===== src/rtl/emergency_preempt_arbiter.sv =====
// Emergency pre-emption arbiter: debounces detector requests and grants one at a
// time, round-robin, onto the NS/EW pre-emption inputs with hold limits and a clear gap.
module emergency_preempt_arbiter #(
  parameter int unsigned       N_REQ     = 4,
  parameter logic [N_REQ-1:0]  DIR_MAP   = 4'b1100,
  parameter int unsigned       DEBOUNCE  = 3,
  parameter int unsigned       MIN_HOLD  = 8,
  parameter int unsigned       MAX_HOLD  = 60,
  parameter int unsigned       CLEAR_CYC = 3,
  parameter int unsigned       TW        = 8
) (
  input  logic                       clk,
  input  logic                       reset,
  input  logic                       enable,
  input  logic [N_REQ-1:0]           req,
  output logic                       emergency_NS,
  output logic                       emergency_EW,
  output logic                       grant_valid,
  output logic [$clog2(N_REQ)-1:0]   grant_id,
  output logic                       timeout_pulse
);

  localparam int unsigned IW  = $clog2(N_REQ);
  localparam int unsigned DBW = $clog2(DEBOUNCE + 1);

  typedef enum logic [1:0] {IDLE, GRANT, CLEAR} state_t;

  state_t            state_q, state_d;
  logic [TW-1:0]     hold_q, hold_d;
  logic [TW-1:0]     clr_q, clr_d;
  logic [IW-1:0]     ptr_q, ptr_d;
  logic [IW-1:0]     gid_d;
  logic              gv_d, ns_d, ew_d, to_d;
  logic              lock_set;
  logic              grant_exit;

  logic [DBW-1:0]    db_cnt [N_REQ];
  logic [N_REQ-1:0]  req_db;
  logic [N_REQ-1:0]  lockout;
  logic [N_REQ-1:0]  elig;

  logic              pick_ok;
  logic [IW-1:0]     pick;
  int unsigned       pick_j;

  assign elig = req_db & ~lockout;

  // Per-requester debounce and timeout lockout; a low raw sample clears both.
  always_ff @(posedge clk or posedge reset) begin
    if (reset) begin
      for (int i = 0; i < N_REQ; i++) db_cnt[i] <= '0;
      req_db  <= '0;
      lockout <= '0;
    end else begin
      for (int i = 0; i < N_REQ; i++) begin
        if (!req[i]) begin
          db_cnt[i] <= '0;
          req_db[i] <= 1'b0;
        end else if (db_cnt[i] != DBW'(DEBOUNCE)) begin
          db_cnt[i] <= db_cnt[i] + DBW'(1);
          if (db_cnt[i] == DBW'(DEBOUNCE - 1)) req_db[i] <= 1'b1;
        end
        if (lock_set && (grant_id == IW'(i))) lockout[i] <= 1'b1;
        else if (!req[i])                      lockout[i] <= 1'b0;
      end
    end
  end

  // Round-robin search upward from the pointer, wrapping.
  always_comb begin
    pick_ok = 1'b0;
    pick    = '0;
    pick_j  = 0;
    for (int unsigned k = 0; k < N_REQ; k++) begin
      pick_j = 32'(ptr_q) + k;
      if (pick_j >= N_REQ) pick_j = pick_j - N_REQ;
      if (!pick_ok && elig[pick_j]) begin
        pick_ok = 1'b1;
        pick    = IW'(pick_j);
      end
    end
  end

  always_comb begin
    state_d    = state_q;
    hold_d     = hold_q;
    clr_d      = clr_q;
    ptr_d      = ptr_q;
    gid_d      = grant_id;
    gv_d       = grant_valid;
    ns_d       = emergency_NS;
    ew_d       = emergency_EW;
    to_d       = 1'b0;
    lock_set   = 1'b0;
    grant_exit = 1'b0;
    case (state_q)
      IDLE: begin
        if (enable && pick_ok) begin
          state_d = GRANT;
          gid_d   = pick;
          gv_d    = 1'b1;
          ns_d    = ~DIR_MAP[pick];
          ew_d    = DIR_MAP[pick];
          hold_d  = '0;
        end
      end
      GRANT: begin
        hold_d = hold_q + TW'(1);
        // Timeout wins over a normal release on the same edge.
        if (hold_q == TW'(MAX_HOLD - 1)) begin
          grant_exit = 1'b1;
          to_d       = 1'b1;
          lock_set   = 1'b1;
        end else if ((hold_q >= TW'(MIN_HOLD - 1)) && !req_db[grant_id]) begin
          grant_exit = 1'b1;
        end
        if (grant_exit) begin
          state_d = CLEAR;
          ns_d    = 1'b0;
          ew_d    = 1'b0;
          gv_d    = 1'b0;
          clr_d   = '0;
          ptr_d   = (grant_id == IW'(N_REQ - 1)) ? '0 : grant_id + IW'(1);
        end
      end
      CLEAR: begin
        clr_d = clr_q + TW'(1);
        if (clr_q == TW'(CLEAR_CYC - 1)) state_d = IDLE;
      end
      default: state_d = IDLE;
    endcase
  end

  always_ff @(posedge clk or posedge reset) begin
    if (reset) begin
      state_q       <= IDLE;
      hold_q        <= '0;
      clr_q         <= '0;
      ptr_q         <= '0;
      grant_id      <= '0;
      grant_valid   <= 1'b0;
      emergency_NS  <= 1'b0;
      emergency_EW  <= 1'b0;
      timeout_pulse <= 1'b0;
    end else begin
      state_q       <= state_d;
      hold_q        <= hold_d;
      clr_q         <= clr_d;
      ptr_q         <= ptr_d;
      grant_id      <= gid_d;
      grant_valid   <= gv_d;
      emergency_NS  <= ns_d;
      emergency_EW  <= ew_d;
      timeout_pulse <= to_d;
    end
  end

endmodule


===== config.mk =====
export PLATFORM = sky130hd
export DESIGN_NAME = emergency_preempt_arbiter
export DESIGN_NICKNAME = d
export VERILOG_FILES = /design/src/rtl/emergency_preempt_arbiter.sv
export SDC_FILE = /design/constraint.sdc
export NUM_CORES = 1
export LEC_CHECK = 0
export CAP_MARGIN = 20
export CELL_PAD_IN_SITES_DETAIL_PLACEMENT = 1
export CELL_PAD_IN_SITES_GLOBAL_PLACEMENT = 1
export CORE_ASPECT_RATIO = 1.75
export CORE_MARGIN = 2
export CORE_UTILIZATION = 47
export DETAILED_ROUTE_END_ITERATION = 8
export HOLD_SLACK_MARGIN = 0.06
export PLACE_DENSITY_LB_ADDON = 0.1
export SLEW_MARGIN = 40
export SYNTH_ARGS = -nofsm -noshare
export SYNTH_HDL_FRONTEND = slang
export SYNTH_SLANG_ARGS = --single-unit
export TNS_END_PERCENT = 50

===== constraint.sdc =====
create_clock -name clk -period 2.4 [get_ports clk]
set_input_delay 0.24 -clock clk [delete_from_list [all_inputs] [get_ports clk]]
set_output_delay 0.24 -clock clk [all_outputs]
set_load 0.01 [all_outputs]

[Word level (Yosys, flattened, before mapping)]
Index checks and enable logic that the tools add are counted.
Storage, ports and cells
  register bits after elaboration: 42
  bits of input ports: 7
  output and inout port bits: 6
  word-level logic and storage cells: 179
Cells by class
  add/subtract/negate cells: 14
  magnitude comparators: 11
  equality and inequality tests: 30
  muxes and demuxes: 73
  bitwise operators: 3
  reductions and logical operators: 27
Operators by type and width (count)
  32-bit by 3-bit < comparator with 1-bit output, second input constant: 4
  32-bit 2-to-1 mux: 4
  1-bit 2-to-1 mux: 39
  2-bit 2-to-1 mux: 16
  8-bit case mux with 2 select lines: 2
  2-bit by 1-bit != test with 1-bit output, second input constant: 12
  8-bit by 1-bit adder with 8-bit output, second input constant: 2
  8-bit 2-to-1 mux: 2
  2-bit AND reduction: 8
  2-bit equality test, second input constant: 7
  2-bit != test, second input constant: 7
  1-bit binary-select mux with 2-bit select: 6
  3-bit by 3-bit subtractor with 4-bit output, second input constant: 3
  2-bit by 1-bit adder with 2-bit output, second input constant: 5
  3-bit >= comparator, second input constant: 3
  1-bit logical AND: 9
  8-bit by 2-bit equality test with 1-bit output, second input constant: 1
  8-bit by 6-bit equality test with 1-bit output, second input constant: 1
  8-bit by 3-bit >= comparator with 1-bit output, second input constant: 1
  2-bit by 2-bit adder with 3-bit output, second input constant: 2
  2-bit by 3-bit < comparator with 1-bit output, second input constant: 2
  1-bit case mux with 2 select lines: 3
  2-bit case mux with 3 select lines: 1
  3-bit AND reduction: 2
  10 further kinds: 16

[Depth between registers and ports, before layout]
Gate-level depths: netlist of run 1.
  depth in word-level cells: 19
  gate-level depth with buffers: 7
  depth with buffers taken out: 6

[Least setup slack after synthesis of run 1]
OpenSTA, ideal clock, no wires.
  path type: reg-to-reg
  start point: register grant_id[0]
  end point: register clr_q[2]
  setup time: 0.120 ns
  arrival time: 1.614 ns
  required time: 2.280 ns
  slack: 0.666 ns
  cell stages (with the launch flop): 6
  path buffers: 1
  period minus slack after synthesis: 1.734 ns
  path through: dfrtp_1 -> mux4_1 -> a21oi_2 -> a21oi_2 -> buf_6 -> and2_2
Between the ends
  cells in the longest elaborated chain, start to end: 9
RTL lines
  from (decl): RTL line 19  | output logic [$clog2(N_REQ)-1:0] grant_id,
  from (signal assigned): RTL line 150  | grant_id <= gid_d;
  1-bit binary-select mux with 2-bit select: RTL line 114  | end else if ((hold_q >= TW'(MIN_HOLD - 1)) && !req_db[grant_id]) begin
  1-bit 2-to-1 mux (not written as such): RTL line 114
  1-bit zero test: RTL line 114
  1-bit logical AND: RTL line 114
  1-bit 2-to-1 mux: RTL line 114
  1-bit 2-to-1 mux: RTL line 110  | if (hold_q == TW'(MAX_HOLD - 1)) begin
  1-bit 2-to-1 mux: RTL line 96  | case (state_q)
  2-bit != test (no source line)
  2-bit AND reduction (no source line)
  to (signal assigned): RTL line 148  | clr_q <= clr_d;
  to (decl): RTL line 30  | logic [TW-1:0] clr_q, clr_d;
Every way passes these cells. The select of a mux whose other input is x is not followed.
A chain may end at the register's enable or synchronous reset.

[Worst setup path in the final report of run 1]
  start point: register hold_q[0]
  end point: register ptr_q[1]
Between the ends
  cells in the longest elaborated chain, start to end: 6
  elaborated cells between the ends (all ways): 7
  classes of those cells: order compare (1); eq/ne (1); mux (3); reduce/logical (2)
RTL lines
  from (decl): RTL line 29  | logic [TW-1:0] hold_q, hold_d;
  from (signal assigned): RTL line 147  | hold_q <= hold_d;
  8-bit by 3-bit >= comparator with 1-bit output: RTL line 114
  1-bit logical AND: RTL line 114
  1-bit 2-to-1 mux: RTL line 114
  1-bit 2-to-1 mux (*): RTL line 110
  1-bit 2-to-1 mux (*): RTL line 96
  2-bit AND reduction (no source line) (*)
  to (signal assigned): RTL line 149  | ptr_q <= ptr_d;
  to (decl): RTL line 31  | logic [IW-1:0] ptr_q, ptr_d;
Mark *: on every way between the ends. The rest lies on a longest branch, timed or not. The select of a mux whose other input is x is not followed.

==> results of run 1 <==
-- routing by layer --
| metal | vias up | wire [um] | track usage |
|---|---|---|---|
| met5 | - | 0 | 0 |
| met4 | 0 | 129 | 0.0833 |
| met3 | 12 | 97 | 0.0260 |
| met2 | 23 | 2680 | 0.380 |
| met1 | 809 | 1950 | 0.235 |
| li1 | 771 | - | - |
-- cell families (layout without fill, tap and decap cells) --
logic type      after synthesis  in the layout  share of synthesized area
flops                        42             42                      0.479
compound gates               37             37                      0.112
xor+xnor                      9              9                     0.0360
mux                           5              5                     0.0308
simple gates                 90             90                      0.229
fa+ha+maj                    15             15                     0.0856
buf+inv                      13             31                     0.0263
-- layout make-up --
cell class              count  area share
flip-flops and latches     42       0.424
inverters                   8      0.0121
repair buffers             15      0.0575
multi-input cells         156       0.437
clock buffers               5      0.0277
clock inverters             3      0.0161
well taps                  51      0.0257
-- flip-flops by register name, summed over array words and instances, names as in the netlist --
name           flops
clr_q              8
emergency_NS       1
state_q            2
db_cnt             8
req_db             4
grant_valid        1
emergency_EW       1
timeout_pulse      1
hold_q             8
lockout            4
grant_id           2
ptr_q              2
-- placed cells by master (no fill, tap or decap), types with 3 or more instances in the layout --
cell type        synthesis  layout
clkbuf_8                 0       5
o21a_1                   4       4
mux2i_1                  3       3
ha_1                    15      15
clkdlybuf4s50_1          0      12
and2_1                   9       9
inv_1                    8       8
nor3_1                   3       3
xnor2_1                  6       6
xor2_1                   3       3
o21ai_0                 13      13
or3_1                    3       3
nand2b_1                 6       6
nand2_1                 16      16
o31ai_1                  3       3
nor2b_1                  9       9
nor2_1                   6       6
nand3_1                 28      28
buf_4                    0       3
a22o_1                   4       4
a21oi_1                  6       6
dfrtp_1                 42      42
-- power by group --
group | switching [mW] | internal (mW)
Clock | 0.245 | 0.306
Combinational | 0.430 | 0.365
Sequential | 0.199 | 0.870
-- synthesized netlist by cell type, types with 2 or more instances --
cell type,number
dfrtp_1,42
nor2b_1,9
or3_1,3
a21oi_2,2
nand3_1,28
clkbuf_1,3
nand2b_1,6
a22o_1,4
o31ai_1,3
a21oi_1,6
mux2i_1,3
xor2_1,3
nor2_1,6
nor4_1,2
nor3_1,3
o21a_1,4
and2_1,9
ha_1,15
nand2_1,16
xnor2_1,6
o21ai_0,13
inv_1,8
-- final timing paths --
check / startpoint / endpoint / slack (ns) / cells past startpoint
setup / recovery: hold_q[0] / ptr_q[1] / 0.31 / 5
hold / removal: reset / clr_q[0] / 0.38 / 3
setup reg to reg: hold_q[0] / ptr_q[1] / 0.31 / 5
hold reg to reg: emergency_NS / emergency_NS / 0.51 / 2
max in group asynchronous: reset / lockout[1] / 1.62 / 3
min in group clk: emergency_NS / emergency_NS / 0.51 / 2
-- critical path, cell delays in order, from the launching register on --
cell and delay, ns:
dfrtp_1 0.43, ha_1 0.28, a21oi_1 0.21, a21oi_2 0.10, a21oi_2 0.56, mux2_2 0.40
==> flow_metrics.env, run 1 <==
export IMPL_clkSinkCount=42
export IMPL_timing_hold_ws_ns=0.379
export IMPL_hpwlAfterDp_mm=3.63
export IMPL_nets=250
export IMPL_dp_cells=272
export IMPL_ctsResizeCount=0
export IMPL_grt_pass1_wl_mm=8.44
export IMPL_p_leak_nw=1.13
export IMPL_fin_skew_ns=0.0115
export IMPL_row_count=32
export IMPL_routed_via_density=5.77
export IMPL_drv_slew=0
export IMPL_grt_overflow=0
export IMPL_yosysTopAreaCellShare=0.479
export IMPL_yosysUniqueCellTypes=39
export IMPL_drt_iter0_drc=68
export IMPL_register_area_mm2=0.00105
export IMPL_p_total_mw=2.42
export IMPL_rsz0062_at_grt="false"
export IMPL_synth_warning_count=0
export IMPL_die_y_um=94.3
export IMPL_htreeDepth=2
export IMPL_powerDensity_mw_per_mm2=974
export IMPL_clock_latency_ns=0.30
export IMPL_core_area_mm2=0.00444
export IMPL_cp_arrival_ns=2.28
export IMPL_clockBufferDepth=2
export IMPL_antenna_found_initial=0
export IMPL_timing_fmax_mhz=479
export IMPL_n_antenna_cell=0
export IMPL_root_buffer="clkbuf_8"
export IMPL_end_kind="flop"
export IMPL_grt_max_degree=43
export IMPL_run_status="complete, no violations"
export IMPL_yosysTopAreaCell="dfrtp_1"
export IMPL_ios=13
export IMPL_synthFlopType="dfrtp_1"
export IMPL_dieWidth_um=55.6
export IMPL_track_usage=0.205
export IMPL_start_util=0.493
export IMPL_port_buffers=12
export IMPL_yosysSeqAreaShare=0.479
export IMPL_drt_antenna_violating_nets=0
export IMPL_setup_ws_ns=0.313
export IMPL_synth_area_leaders="dfrtp_1, ha_1, nand3_1"
export IMPL_final_area_mm2=0.00248
export IMPL_pre_cts_ws_ns=0.315
export IMPL_finalCritPeriodShare=0.870
export IMPL_syn_inst=211
export IMPL_fin_tns_setup_ns=0
export IMPL_path_class="flop to flop"
export IMPL_tightest_slew_ns=0.678
export IMPL_hold_violations=0
export IMPL_fillerInstances=485
export IMPL_worst_ep_required_time_ns=2.59
export IMPL_fin_util=0.558
export IMPL_wl_per_cell_um=17.4
export IMPL_syn_num_nets=233
export IMPL_dr_pass1_iters=4
export IMPL_worstHoldPathType="primary input to async pin"
export IMPL_gp_congestion=0.817
export IMPL_fin_crit_ns=2.09
export IMPL_start_kind="flop"
export IMPL_synth_seq_cells=42
export IMPL_cts_hold_buf=0
export IMPL_postSynthAreaPerCell_um2=10.4
export IMPL_worstPathMaxFanout=15
export IMPL_synth_edff_count=0
export IMPL_max_vdd_ir_drop_mv=0.652
export IMPL_maxCapViolCount=0
export IMPL_setup_viol=0
export IMPL_path_clk_slew_ns=0.09
export IMPL_syn_cell_area_mm2=0.00219
export IMPL_post_cts_buffers=0
export IMPL_dieArea_mm2=0.00525
export IMPL_numCtsBuffers=5
export IMPL_cts_tree="built"
export IMPL_multi_input_area_mm2=0.00108
export IMPL_async_reset_ff_frac=1.00
export IMPL_drc_errors=0
export IMPL_grt_pass1_vias=1791
export IMPL_relSlewSlack=0.548
export IMPL_drive_above_1_share=0.0917
export IMPL_totalWireLength_mm=4.86
export IMPL_final_cells=280
export IMPL_placed_area_mm2=0.00237
export IMPL_area_delta_synth_final_pct=13.1
export IMPL_route_vias_total=1615
Note: power is estimated with default switching activity, not from simulation.
==> run 2, diff against run 1 <==
CORE_UTILIZATION = 42   (was 47)
clock period = 1.8 ns   (was 2.4 ns; I/O delays follow)
==> run 2 against run 1 <==
  * Utilization shrank 4.2 points
  * Via count up 0.80%
  * Critical endpoint is now clr_q[5]
  * Largest cell class unchanged
  * Count of clock-buffer cells in the layout grew 2
  * First-iteration DRC count decreased by 24%
  * Worst setup slack worse by 0.26 ns
  * Largest power group unchanged
  * Fmax is 20% higher
==> flow_metrics.env, run 2 (synthesis results as in run 1) <==
export IMPL_worstHoldPathType="primary input to async pin"
export IMPL_path_class="flop to flop"
export IMPL_pre_cts_ws_ns=-0.0344
export IMPL_hpwlAfterDp_mm=3.74
export IMPL_cts_hold_buf=0
export IMPL_final_cell_mix="dfrtp_1, nand3_1, nand2_1"
export IMPL_timing_fmax_mhz=573
export IMPL_drt_iter0_drc=52
export IMPL_p_int_mw=2.17
export IMPL_crit_path_frequent_cell="a21oi_2"
export IMPL_wl_per_cell_um=16.3
export IMPL_rsz0062_at_grt="true"
export IMPL_drive_above_1_share=0.138
export IMPL_relSlewSlack=0.646
export IMPL_critPathTopFamily="multiplexers"
export IMPL_finalCritPeriodShare=0.970
export IMPL_powerDensity_mw_per_mm2=1290
export IMPL_route_vias_total=1628
export IMPL_swShare=0.351
export IMPL_setup_viol=0
export IMPL_comb_power_share=0.363
export IMPL_setup_ws_ns=0.0538
export IMPL_root_buffer="clkbuf_8"
export IMPL_layout_commonest_cell="dfrtp_1"
export IMPL_maxCapViolCount=0
export IMPL_drv_slew=0
export IMPL_worstPathMaxFanout=11
export IMPL_routed_via_density=5.56
export IMPL_path_clk_slew_ns=0.08
export IMPL_start_util=0.437
export IMPL_cpPeakStageDelay_ns=0.58
export IMPL_fin_tns_setup_ns=0
export IMPL_grt_overflow=0
export IMPL_final_cells=293
export IMPL_reg_largest_list="clr_q x8, db_cnt x8, hold_q x8"
export IMPL_grt_pass1_wl_mm=8.34
export IMPL_run_status="complete, no violations"
export IMPL_totalWireLength_mm=4.77
export IMPL_clockBufferDepth=2
export IMPL_cts_tree="built"
export IMPL_dieArea_mm2=0.00584
export IMPL_worstPathCellList="mux4_1 -> a21oi_2 -> a21oi_2 -> buf_12 -> nand3_1 -> o21ai_0"
export IMPL_p_clk_frac=0.217
export IMPL_end_kind="flop"
export IMPL_die_y_um=99.6
export IMPL_ios=13
export IMPL_n_antenna_cell=0
export IMPL_dr_pass1_iters=4
export IMPL_start_kind="flop"
export IMPL_drt_antenna_violating_nets=0
export IMPL_tightest_slew_ns=0.531
export IMPL_port_buffers=12
export IMPL_nets=260
export IMPL_area_delta_synth_final_pct=18.3
export IMPL_max_vdd_ir_drop_mv=0.715
export IMPL_gp_congestion=0.788
export IMPL_cp_num_buf_inv=1
export IMPL_cp_slowest_cell="mux4_1"
export IMPL_track_usage=0.185
export IMPL_grt_max_degree=43
export IMPL_cp_arrival_ns=1.89
export IMPL_hold_violations=0
export IMPL_core_area_mm2=0.00502
export IMPL_clkSinkCount=42
export IMPL_numCtsBuffers=5
export IMPL_worst_ep_required_time_ns=1.94
export IMPL_fin_skew_ns=0.0112
export IMPL_p_seq_frac=0.420
export IMPL_dp_cells=283
export IMPL_row_count=34
export IMPL_fin_crit_ns=1.75
export IMPL_p_leak_nw=1.18
export IMPL_htreeDepth=2
export IMPL_netSwitchingPower_mw=1.17
export IMPL_antenna_found_initial=0
export IMPL_drc_errors=0
export IMPL_grt_pass1_vias=1813
export IMPL_dieWidth_um=58.6
export IMPL_clock_latency_ns=0.29
[run 2: cell types whose count changed in the layout (fill, tap and decap cells not counted), sizes merged]
cell / previous run / this run
clkbuf: 5 / 7
buf: 3 / 13
clkinv: 2 / 0
[run 2: timing repair]
| item | in CTS | in global routing |
|---|---|---|
| pin swaps | 0 | 1 |
| gates resized for setup | 2 | 3 |
| setup buffers | 0 | 2 |
| setup endpoints to repair | 5 | 15 |
[run 2: power by group through the flow]
stage          clock network [mW]  registers, mW  logic (mW)
3_3_place_gp                    0           1.39        1.10
3_5_place_dp                    0           1.42        1.18
4_1_cts                     0.747           1.40        1.19
5_1_grt                     0.787           1.44        1.37
6_report                    0.726           1.40        1.21
2_1_floorplan                   0           1.37       0.741
[run 2: metrics by stage]
step           cell area (um^2)  hold WS (ns)  power (mW)  utilization
6_report                   2590         0.312        3.34        0.516
5_1_grt                    2590         0.363        3.59        0.516
4_1_cts                    2560         0.346        3.33        0.510
3_5_place_dp               2450         0.475        2.59        0.488
3_3_place_gp               2450         0.469        2.49        0.488
2_1_floorplan              2190         0.302        2.12            -
[run 2: layer usage]
layer,up-vias,global-route usage,wire length (um),share of wire
li1,789,-,-,-
met1,812,0.202,1770,0.37
met2,17,0.346,2770,0.58
met3,10,0.0273,98,0.021
met4,0,0.0734,130,0.027
met5,-,0,0,0
[run 2: path summary, 6_finish.rpt]
| path | cells past startpoint | slack [ns] | from | end |
|---|---|---|---|---|
| setup / recovery | 6 | 0.05 | grant_id[0] | clr_q[5] |
| hold / removal | 3 | 0.31 | reset | clr_q[4] |
| setup reg to reg | 6 | 0.05 | grant_id[0] | clr_q[5] |
| hold reg to reg | 2 | 0.49 | grant_valid | grant_valid |
| max in group asynchronous | 3 | 1.11 | reset | clr_q[5] |
| min in group clk | 2 | 0.49 | grant_valid | grant_valid |
[run 2: worst min-delay path, delay by kind of cell]
kind                   cells  cell delay, ns
buffers and inverters      3            0.88
[run 2: layout make-up]
cell class,count,area [um^2]
fillers,573,2430
repair buffers,25,230
well taps,54,67.6
clock inverters,1,30.0
inverters,8,30.0
clock buffers,7,76.3
flip-flops and latches,42,1050
multi-input cells,156,1110
==> run 3, diff against run 2 <==
CORE_UTILIZATION = 44   (was 42)
CTS_BUF_LIST = sky130_fd_sc_hd__clkbuf_8   (was unset)
==> run 3 against run 2 <==
  * Register-to-register slack better by 0.04 ns
  * Largest power group unchanged
  * Worst hold slack better by 0.033 ns
  * Utilization up 0.86 points
  * Wire length up 1.9%
  * Sequential power about the same
  * Non-clock buffer count up 1
  * Combinational power about the same
  * Sequential share of layout area up 0.42 points
  * Clock power down 23%
==> flow_metrics.env, run 3 (synthesis results as in run 1) <==
export IMPL_gp_congestion=0.756
export IMPL_finalCritPeriodShare=0.946
export IMPL_grt_pass1_wl_mm=8.46
export IMPL_cts_tree="built"
export IMPL_route_vias_total=1638
export IMPL_drt_antenna_violating_nets=0
export IMPL_port_buffers=12
export IMPL_timing_hold_ws_ns=0.344
export IMPL_grt_overflow=0
export IMPL_tightest_slew_ns=0.543
export IMPL_setup_ws_ns=0.0980
export IMPL_area_delta_synth_final_pct=17.2
export IMPL_n_antenna_cell=0
export IMPL_placed_area_mm2=0.00245
export IMPL_drv_slew=0
export IMPL_die_y_um=97.4
export IMPL_final_area_mm2=0.00257
export IMPL_dp_cells=285
export IMPL_p_leak_nw=1.17
export IMPL_r2r_slack_ns=0.1
export IMPL_wl_per_cell_um=16.6
export IMPL_start_kind="flop"
export IMPL_maxCapViolCount=0
export IMPL_run_status="complete, no violations"
export IMPL_nets=261
export IMPL_fin_skew_ns=0.00393
export IMPL_htreeDepth=2
export IMPL_routed_via_density=5.59
export IMPL_layout_commonest_cell="dfrtp_1"
export IMPL_grt_pass1_vias=1835
export IMPL_root_buffer="clkbuf_8"
export IMPL_worstHoldPathType="primary input to async pin"
export IMPL_setup_viol=0
export IMPL_final_cell_mix="dfrtp_1, nand3_1, nand2_1"
export IMPL_core_area_mm2=0.00489
export IMPL_grt_max_degree=43
export IMPL_r2r_end="clr_q[5]"
export IMPL_dieWidth_um=57.4
export IMPL_p_total_mw=3.20
export IMPL_relSlewSlack=0.638
export IMPL_hold_violations=0
export IMPL_powerDensity_mw_per_mm2=1250
export IMPL_drt_iter0_drc=57
export IMPL_max_vdd_ir_drop_mv=0.758
export IMPL_worst_ep_required_time_ns=1.96
export IMPL_path_clk_slew_ns=0.08
export IMPL_reg_largest_list="clr_q x8, db_cnt x8, hold_q x8"
export IMPL_clock_latency_ns=0.29
export IMPL_timing_fmax_mhz=588
export IMPL_totalWireLength_mm=4.86
export IMPL_track_usage=0.191
export IMPL_hpwlAfterDp_mm=3.59
export IMPL_clockBufferDepth=2
export IMPL_final_cells=293
export IMPL_antenna_found_initial=0
export IMPL_numCtsBuffers=5
export IMPL_path_class="flop to flop"
export IMPL_fin_crit_ns=1.70
export IMPL_worstPathMaxFanout=11
export IMPL_drive_above_1_share=0.146
export IMPL_r2r_start="req_db[3]"
export IMPL_dr_pass1_iters=4
export IMPL_cp_arrival_ns=1.86
export IMPL_row_count=34
export IMPL_clkSinkCount=42
export IMPL_start_util=0.448
export IMPL_end_kind="flop"
export IMPL_ios=13
export IMPL_drc_errors=0
export IMPL_dieArea_mm2=0.00558
export IMPL_reg2reg_depth=6
export IMPL_pre_cts_ws_ns=0.00788
-- run 3: final cells by class --
cell class / instances / area (um^2)
fillers: 552 / 2320
multi-input cells: 156 / 1120
inverters: 8 / 30.0
flip-flops and latches: 42 / 1050
clock inverters: 2 / 7.51
clock buffers: 5 / 68.8
repair buffers: 26 / 225
well taps: 54 / 67.6
-- run 3: worst max path at each step --
| stage | endpoint | start | slack, ns |
|---|---|---|---|
| after floorplan | clr_q[2] | grant_id[0] | 0.07 |
| after global placement | clr_q[0] | hold_q[0] | 0.1 |
| after detailed placement | clr_q[5] | hold_q[1] | 0.008 |
| after CTS | clr_q[5] | hold_q[1] | 0.02 |
| after global routing | state_q[1] | clr_q[0] | -0.04 |
| final | clr_q[5] | req_db[3] | 0.1 |
-- run 3: critical path: stages, from the launching register on --
cell and delay, ns:
dfrtp_1 0.42, mux4_2 0.49, a21oi_2 0.16, a21oi_2 0.11, buf_4 0.19, nand3_1 0.10
o21ai_0 0.09
-- run 3: power breakdown --
part           switching, mW  internal, mW
clock network          0.304         0.256
registers              0.246          1.16
logic                  0.634         0.600
total                   1.18          2.02
-- run 3: repair_timing --
| item | 4_1_cts | 5_1_grt |
|---|---|---|
| setup buffers | 0 | 1 |
| gates resized for setup | 1 | 7 |
| endpoints found under the hold margin | 0 | 0 |
| pin swaps | 0 | 1 |
| hold buffers | 0 | 0 |
| endpoints found under the setup margin | 1 | 13 |
-- run 3: per-layer routing --
| layer | global-route usage | vias up | wire length [um] |
|---|---|---|---|
| met1 | 0.211 | 818 | 1900 |
| li1 | - | 794 | - |
| met5 | 0 | - | 0 |
| met3 | 0.0280 | 8 | 87 |
| met2 | 0.358 | 18 | 2770 |
| met4 | 0.0644 | 0 | 106 |
-- run 3: metrics by stage --
| step | TNS [ns] | utilization |
|---|---|---|
| 2_1_floorplan | 0 | - |
| 3_3_place_gp | 0 | 0.501 |
| 6_report | 0 | 0.525 |
| 4_1_cts | 0 | 0.517 |
| 5_1_grt | -0.0467 | 0.525 |
| 3_5_place_dp | 0 | 0.501 |
